==> src/rtl/uart_transmitter_pkg.sv <==
// Shared UART transmit definitions: FSM states, frame geometry, IO map constants.
// Purely declarative; no logic, no latency, no backpressure.
package uart_transmitter_pkg;

  typedef enum logic [1:0] {
    ST_IDLE  = 2'd0,
    ST_START = 2'd1,
    ST_DATA  = 2'd2,
    ST_STOP  = 2'd3
  } tx_state_t;

  localparam int UART_DATA_BITS  = 8;
  localparam int UART_FRAME_BITS = 10;

  // Memory-mapped IO addresses of the UART block this transmitter sits behind.
  localparam logic [31:0] IO_STATUS_ADDR  = 32'h8000_0000;
  localparam logic [31:0] IO_RX_DATA_ADDR = 32'h8000_0004;
  localparam logic [31:0] IO_TX_DATA_ADDR = 32'h8000_0008;

  function automatic int clocks_per_bit(input int clock_freq, input int baud_rate);
    return clock_freq / baud_rate;
  endfunction

endpackage

==> src/rtl/uart_tx_fifo.sv <==
// Synchronous byte FIFO with combinational head (dout); push/pop take effect on the edge.
// Push ignored when full, pop ignored when empty; full/empty derive from a registered count.
module uart_tx_fifo #(
  parameter int Width = 8,
  parameter int Depth = 4
) (
  input  logic             Clock,
  input  logic             Reset,
  input  logic             push,
  input  logic [Width-1:0] din,
  input  logic             pop,
  output logic [Width-1:0] dout,
  output logic             full,
  output logic             empty
);

  localparam int AW = $clog2(Depth);

  logic [Width-1:0] r_mem [Depth];
  logic [AW-1:0]    r_wr_ptr;
  logic [AW-1:0]    r_rd_ptr;
  logic [AW:0]      r_count;
  logic             w_push;
  logic             w_pop;

  assign full   = (r_count == (AW+1)'(Depth));
  assign empty  = (r_count == '0);
  assign w_push = push && !full;
  assign w_pop  = pop && !empty;
  assign dout   = r_mem[r_rd_ptr];

  always_ff @(posedge Clock) begin
    if (w_push) begin
      r_mem[r_wr_ptr] <= din;
    end
  end

  // Depth is a power of two, so the pointers wrap for free.
  always_ff @(posedge Clock) begin
    if (Reset) begin
      r_wr_ptr <= '0;
      r_rd_ptr <= '0;
      r_count  <= '0;
    end else begin
      if (w_push) r_wr_ptr <= r_wr_ptr + 1'b1;
      if (w_pop)  r_rd_ptr <= r_rd_ptr + 1'b1;
      case ({w_push, w_pop})
        2'b10:   r_count <= r_count + 1'b1;
        2'b01:   r_count <= r_count - 1'b1;
        default: r_count <= r_count;
      endcase
    end
  end

endmodule

==> src/rtl/uart_transmitter.sv <==
// Buffered 8N1 UART transmitter; SOut falls one edge after a byte lands in an idle, empty FIFO.
// DataInReady drops while the FIFO is full or in reset; frames run back to back while bytes wait.
module uart_transmitter
  import uart_transmitter_pkg::*;
#(
  parameter int ClockFreq = 50_000_000,
  parameter int BaudRate  = 115_200,
  parameter int FifoDepth = 4
) (
  input  logic       Clock,
  input  logic       Reset,
  input  logic [7:0] DataIn,
  input  logic       DataInValid,
  output logic       DataInReady,
  output logic       SOut,
  output logic       Busy
);

  localparam int ClocksPerBit = clocks_per_bit(ClockFreq, BaudRate);
  localparam int BaudW        = (ClocksPerBit > 1) ? $clog2(ClocksPerBit) : 1;
  localparam logic [BaudW-1:0] BaudLast = BaudW'(ClocksPerBit - 1);
  localparam logic [2:0]       LastBit  = 3'(UART_DATA_BITS - 1);

  tx_state_t        r_state;
  logic [BaudW-1:0] r_baud_cnt;
  logic [2:0]       r_bit_idx;
  logic [7:0]       r_shift;
  logic             r_sout;

  logic       w_fifo_full;
  logic       w_fifo_empty;
  logic [7:0] w_fifo_dout;
  logic       w_push;
  logic       w_pop;
  logic       w_bit_done;

  assign DataInReady = !Reset && !w_fifo_full;
  assign Busy        = !Reset && ((r_state != ST_IDLE) || !w_fifo_empty);
  assign SOut        = r_sout;

  assign w_push     = DataInValid && DataInReady;
  assign w_bit_done = (r_baud_cnt == BaudLast);
  // The only pop points: leaving IDLE, or the last cycle of a stop bit.
  assign w_pop = !Reset && !w_fifo_empty &&
                 ((r_state == ST_IDLE) || ((r_state == ST_STOP) && w_bit_done));

  uart_tx_fifo #(
    .Width (8),
    .Depth (FifoDepth)
  ) u_fifo (
    .Clock (Clock),
    .Reset (Reset),
    .push  (w_push),
    .din   (DataIn),
    .pop   (w_pop),
    .dout  (w_fifo_dout),
    .full  (w_fifo_full),
    .empty (w_fifo_empty)
  );

  always_ff @(posedge Clock) begin
    if (Reset) begin
      r_state    <= ST_IDLE;
      r_baud_cnt <= '0;
      r_bit_idx  <= '0;
      r_shift    <= '0;
      r_sout     <= 1'b1;
    end else begin
      case (r_state)
        ST_IDLE: begin
          r_sout     <= 1'b1;
          r_baud_cnt <= '0;
          if (w_pop) begin
            r_shift <= w_fifo_dout;
            r_sout  <= 1'b0;
            r_state <= ST_START;
          end
        end
        ST_START: begin
          if (w_bit_done) begin
            r_baud_cnt <= '0;
            r_bit_idx  <= '0;
            r_sout     <= r_shift[0];
            r_state    <= ST_DATA;
          end else begin
            r_baud_cnt <= r_baud_cnt + 1'b1;
          end
        end
        ST_DATA: begin
          if (w_bit_done) begin
            r_baud_cnt <= '0;
            if (r_bit_idx == LastBit) begin
              r_sout  <= 1'b1;
              r_state <= ST_STOP;
            end else begin
              // Bit 0 of the shifter is always the bit currently on the line.
              r_shift   <= r_shift >> 1;
              r_sout    <= r_shift[1];
              r_bit_idx <= r_bit_idx + 1'b1;
            end
          end else begin
            r_baud_cnt <= r_baud_cnt + 1'b1;
          end
        end
        ST_STOP: begin
          if (w_bit_done) begin
            r_baud_cnt <= '0;
            if (w_pop) begin
              r_shift <= w_fifo_dout;
              r_sout  <= 1'b0;
              r_state <= ST_START;
            end else begin
              r_state <= ST_IDLE;
            end
          end else begin
            r_baud_cnt <= r_baud_cnt + 1'b1;
          end
        end
        default: begin
          r_sout  <= 1'b1;
          r_state <= ST_IDLE;
        end
      endcase
    end
  end

endmodule
==> config.mk <==
export PLATFORM = sky130hd
export DESIGN_NAME = uart_transmitter
export DESIGN_NICKNAME = d
export VERILOG_FILES = /design/src/rtl/uart_transmitter_pkg.sv /design/src/rtl/uart_tx_fifo.sv /design/src/rtl/uart_transmitter.sv
export SDC_FILE = /design/constraint.sdc
export NUM_CORES = 1
export LEC_CHECK = 0
export BUFFER_PORTS_ARGS = -buffer_cell sky130_fd_sc_hd__buf_2
export CORE_MARGIN = 8
export CORE_UTILIZATION = 52
export DETAILED_ROUTE_END_ITERATION = 10
export GPL_ROUTABILITY_DRIVEN = 0
export PLACE_DENSITY = 0.74
export SYNTH_ARGS = -nofsm -noshare
export SYNTH_HDL_FRONTEND = slang
export SYNTH_HIERARCHICAL = 1
export SYNTH_SLANG_ARGS = --single-unit
==> constraint.sdc <==
create_clock -name Clock -period 4.6 [get_ports Clock]
set_input_delay 0.23 -clock Clock [delete_from_list [all_inputs] [get_ports Clock]]
set_output_delay 0.23 -clock Clock [all_outputs]
set_load 0.03 [all_outputs]
==> flow_summary.toml, run 1 <==
[detailed_routing]
totalWireLength_mm = 4.84
first_iter_violations = 91
drc = 0
num_vias = 1793
viasPerCell = 5.34
routedWlPerCell_um = 14.4
drt_pass1_iterations = 4
antenna_left = 0

[sta]
whs_ns = 0.102
hold_viol = 0
slew_violations = 0
clock_skew_ns = 0.0122
fin_crit_ns = 2.57
finalCritPeriodShare = 0.558
rsz0062_at_grt = "no"
tns_ns = 0
setup_viol = 0
tightestPinTransition_ns = 0.723
fmax_mhz = 390
relSlewSlack = 0.518

[critical_path]
worstSetupPathType = "reg2reg"
cp-startpoint = "r_baud_cnt[3]$_SDFF_PP0_"
worstReg2RegEnd = "u_fifo/r_count[2]$_SDFFE_PP0P_"
r2r_cells = 11
critPathLaunchType = "flop"
r2r-start = "r_baud_cnt[3]$_SDFF_PP0_"
r2r_slack_ns = 2.03
cp.required_ns = 4.87
crit_path_end_kind = "flop"
arrival_ns = 2.84
crit_fanout = 6

[clock_network]
root_buffer = "clkbuf_8"
ctsResizeCount = 0
cts_made_buffers = 9
cts_sinks = 64
insertion_delay_ns = 0.34
cts_hold_buf = 0
path_clk_slew_ns = 0.08
htree_num_levels = 3
postCtsSetupRepairBufs = 0
clockBufferDepth = 2
cts_tree = "yes"

[synthesis]
syn-cell-area_um2 = 2980
yosys_most_used_dff = "edfxtp_1"
ys_async_sr_fraction = 0
ys_seq_elements = 64
synth_area_leader_cell = "edfxtp_1"
synth_cell_types = 47
synth_nets = 271
seq_area_frac_synth = 0.537
yosysWarnings = 6
synthTopCellsByArea = "edfxtp_1 32%, dfxtp_1 21%, mux4_2 6.0%"
syn_inst = 245
syn_area_per_cell_um2 = 12.2
synth.top_cell.area_share = 0.322
synth_edf_count = 32

[global_routing]
antenna_found_initial = 0
grt_max_degree = 37
grt_overflow = 0
track_usage = 0.124
grt_pass1_wl_mm = 8.07
grt_pass1_vias = 1736

[worst_hold_path]
hp-class = "in2reg"
worstHoldStart = "DataIn[4]"
hold_depth = 1
min_to = "u_fifo/r_mem[3][4]$_DFFE_PP_"

[power]
vdd_ir_drop_max_mv = 0.366
leakagePower_nw = 1.14
power.density_nw_per_um2 = 421

[die]
coreArea_um2 = 5540
die_w_um = 91.7
die_area_um2 = 8420
die_y_um = 91.7
num_rows = 27
start_util = 0.538
ios = 14

[final_layout]
fin_nets = 285
num_antenna_cells = 0
syn_to_final_growth_pct = 10.6
drive_above_1_share = 0.201
final_cell_count_no_fill = 336
fin_util = 0.595

[run_status]
status = "finished clean"

[placed_design]
port_buffers = 13
dp_cells = 320
hpwl_mm = 3.28

[flow_run]
maxCapViolations = 0
## cell usage after synthesis, types with 3 or more instances
master	count
a21oi_1	8
mux2i_1	12
mux2_2	7
o21ai_0	6
nor2b_1	9
edfxtp_1	32
ha_1	14
inv_1	12
dfxtp_1	32
and2_1	8
nand3_1	5
mux4_2	8
buf_1	3
nand2b_1	4
nand2_1	4
clkbuf_1	3
xor2_1	5
xnor2_1	4
or3_1	5
nor2_1	30
## through the flow
step,setup WS [ns],area [um2],power [mW]
after detailed placement,2.04,3100,0.914
after global routing,1.79,3300,1.46
after global placement,2.12,3100,0.915
final,2.03,3300,1.39
after CTS,2.04,3300,1.41
after floorplan,2.02,2980,0.861
## registers in the layout, summed over array words and instances (netlist names), named ones only
| signal | cells |
|---|---|
| u_fifo/r_wr_ptr | 2 |
| r_shift | 8 |
| u_fifo/r_rd_ptr | 2 |
| r_baud_cnt | 9 |
| u_fifo/r_mem | 32 |
| u_fifo/r_count | 3 |
| r_bit_idx | 3 |
| r_state | 2 |
| SOut | 1 |
## placed cells by master, fill, tap and decap left out, types with 2 or more instances in the layout
cell type and instances:
dfxtp_1 32, edfxtp_1 32, nor2_1 30, ha_1 14
buf_2 13, inv_1 12, mux2i_1 12, nor2b_1 9
clkbuf_8 9, a21oi_1 8, and2_1 8, mux4_2 8
mux2_2 7, o21ai_0 6, nand3_1 5, or3_1 5
xor2_1 5, nand2b_1 4, nand2_1 4, xnor2_1 4
clkinvlp_4 3, or2_2 2, nor4b_1 2, a31oi_1 2
a211oi_2 2, a21o_1 2, inv_6 2
## worst max-delay path by stage
stage / endpoint / cells after the start
after floorplan: u_fifo/r_count[2]$_SDFFE_PP0P_ / 13
after global routing: u_fifo/r_count[2]$_SDFFE_PP0P_ / 11
after CTS: u_fifo/r_count[2]$_SDFFE_PP0P_ / 11
after detailed placement: u_fifo/r_count[2]$_SDFFE_PP0P_ / 11
final: u_fifo/r_count[2]$_SDFFE_PP0P_ / 11
after global placement: u_fifo/r_count[2]$_SDFFE_PP0P_ / 11
## layer usage
metal | global-route usage | wire length (um) | vias up
met4 | 0.0604 | 82 | 0
met3 | 0.0538 | 235 | 10
met1 | 0.150 | 2280 | 849
met5 | 0 | 0 | -
met2 | 0.184 | 2240 | 30
li1 | - | - | 904
## worst max-delay path, cell delays in order (launching register included)
cell and delay (ns):
dfxtp_1 0.37, nor4b_1 0.40, a31oi_1 0.17, nor2_1 0.19, o31ai_2 0.11, inv_1 0.07, ha_1 0.17, inv_1 0.06
fa_1 0.37, xor2_1 0.15, or3_1 0.30, a21oi_1 0.13
## power breakdown
group          total, mW  switching [mW]  internal (mW)
clock network      0.486           0.231          0.254
logic              0.254           0.144          0.111
registers          0.649          0.0222          0.627
## layout make-up
class,count,area (um2)
Clock buffer,9,124
Clock inverter,7,78.8
Fill cell,456,2240
Inverter,12,45.0
Multi-Input combinational cell,159,1290
Sequential cell,64,1600
Tap cell,72,90.1
Timing Repair Buffer,13,65.1
## kinds of logic (layout without fill, tap and decap cells)
group | Yosys count | after routing | synth area share
AO/OA/AOI/OAI | 30 | 30 | 0.0721
multiplexers | 27 | 27 | 0.127
AND/OR/NAND/NOR | 78 | 78 | 0.143
flip-flops | 64 | 64 | 0.537
adder cells (fa/ha/maj) | 15 | 15 | 0.0654
buffers and inverters | 22 | 41 | 0.0294
XOR/XNOR | 9 | 9 | 0.0264
No activity file was read; power rests on OpenSTA's default activity.
==> run 2: changes to the inputs <==
clock period = 2.55 ns   (was 4.6 ns; I/O delays follow)
==> run 2 against run 1 <==
Net effect:
- non-clock buffer count grew 20
- combinational power rose by 100%
- clock skew decreased by 0.0034 ns
- die area unchanged
==> flow_summary.toml, run 2 (same netlist as run 1, synthesis figures left out) <==
[clock_network]
htree_num_levels = 3
root_buffer = "clkbuf_8"
cts_tree = "yes"
insertion_delay_ns = 0.34
path_clk_slew_ns = 0.08
cts_sinks = 64
cts_made_buffers = 9
clockBufferDepth = 2

[sta]
setup_viol = 0
tightestPinTransition_ns = 0.518
finalCritPeriodShare = 0.982
slew_violations = 0
fmax_mhz = 399
hold_viol = 0
setup_ws_ns = 0.0461
fin_crit_ns = 2.50
relSlewSlack = 0.654
clock_skew_ns = 0.00875

[power]
power.density_nw_per_um2 = 756
total_power_mw = 2.68
vdd_ir_drop_max_mv = 0.730
leakagePower_nw = 1.26

[detailed_routing]
first_iter_violations = 112
totalWireLength_mm = 5.39
num_vias = 1880
viasPerCell = 5.28
routedWlPerCell_um = 15.1
antenna_left = 0
drt_pass1_iterations = 5
drc = 0

[global_routing]
grt_pass1_wl_mm = 8.99
antenna_found_initial = 0
grt_overflow = 0
track_usage = 0.133
grt_pass1_vias = 1882
grt_max_degree = 27

[critical_path]
r2r-start = "r_baud_cnt[1]$_SDFF_PP0_"
worstSetupPathType = "reg2reg"
critPathLaunchType = "flop"
worstReg2RegEnd = "u_fifo/r_count[2]$_SDFFE_PP0P_"
crit_fanout = 2
r2r_cells = 13
r2r_slack_ns = 0.05
cp-startpoint = "r_baud_cnt[1]$_SDFF_PP0_"
cp.required_ns = 2.83
crit_path_end_kind = "flop"
arrival_ns = 2.78

[placed_design]
place_ws_ns = 0.0399
hpwl_mm = 3.40
port_buffers = 13

[die]
coreArea_um2 = 5540
start_util = 0.538
ios = 14
num_rows = 27
die_y_um = 91.7
die_w_um = 91.7
die_area_um2 = 8420

[worst_hold_path]
min_to = "u_fifo/r_mem[2][0]$_DFFE_PP_"
hold_depth = 1
worstHoldStart = "DataIn[0]"
hp-class = "in2reg"

[final_layout]
regMostFlops = "u_fifo/r_mem"
mostFrequentLayoutCells = "32 x edfxtp_1, 29 x nor2_1, 27 x dfxtp_1"
syn_to_final_growth_pct = 18.8
drive_above_1_share = 0.285
layout_commonest_cell = "edfxtp_1"
fin_nets = 305
top_regs = "u_fifo/r_mem: 32 flops, r_baud_cnt: 9 flops, r_shift: 8 flops"
largest_register_ff_count = 32
num-fill-cells = 420
num_antenna_cells = 0

[flow_run]
maxCapViolations = 0

[run_status]
status = "finished clean"
run 2: what timing repair did:
| action | in CTS | in global routing |
|---|---|---|
| hold buffers | 4 | 2 |
| setup endpoints to repair | 0 | 1 |
| resized for setup | 0 | 17 |
| setup buffers | 0 | 5 |
| hold endpoints to repair | 16 | 7 |
run 2: how the worst max path moves through the flow:
stage	end	slack, ns
finish	u_fifo/r_count[2]$_SDFFE_PP0P_	0.05
global placement	u_fifo/r_count[2]$_SDFFE_PP0P_	0.11
detailed placement	u_fifo/r_count[2]$_SDFFE_PP0P_	0.04
floorplan	u_fifo/r_count[2]$_SDFFE_PP0P_	0.07
global route	u_fifo/r_count[2]$_SDFFE_PP0P_	-0.07
CTS	u_fifo/r_count[2]$_SDFFE_PP0P_	0.02
run 2: metal layers:
metal	vias to the layer above	wire length [um]	global-route usage
li1	941	-	-
met1	905	2380	0.157
met2	29	2730	0.221
met3	5	205	0.0448
met4	0	65	0.0483
met5	-	0	0
run 2: area by class of cell:
cell class | instances | area, um2 | share of cell area
clock inverter | 7 | 103 | 0.0289
tap | 72 | 90.1 | 0.0254
multi-input combinational | 159 | 1340 | 0.379
inverter | 12 | 45.0 | 0.0127
clock buffer | 9 | 124 | 0.0349
sequential | 64 | 1610 | 0.454
timing repair buffer | 33 | 230 | 0.0649
run 2: critical path, cell delays in order (launching register included):
cell,delay (ns)
dfxtp_2,0.33
inv_1,0.05
ha_2,0.17
and4_4,0.22
a31oi_2,0.12
nor2_2,0.17
o31ai_2,0.09
inv_1,0.07
ha_2,0.17
inv_1,0.06
fa_2,0.34
xor2_1,0.16
or3_4,0.37
a21oi_2,0.13
run 2: metrics by stage:
step / std cells / area [um2] / util / setup TNS [ns] / hold WS (ns)
floorplan: 245 / 2980 / - / 0 / 0.226
global placement: 329 / 3160 / 0.571 / 0 / 0.341
detailed placement: 329 / 3160 / 0.571 / 0 / 0.343
CTS: 349 / 3430 / 0.619 / 0 / 0.00327
global route: 356 / 3540 / 0.640 / -0.0662 / 0.00216
finish: 356 / 3540 / 0.640 / 0 / 0.0189
run 2: where the power goes:
part           internal [mW]  switching (mW)
Clock                  0.560           0.424
Sequential              1.13          0.0415
Combinational          0.233           0.287
Total                   1.93           0.752
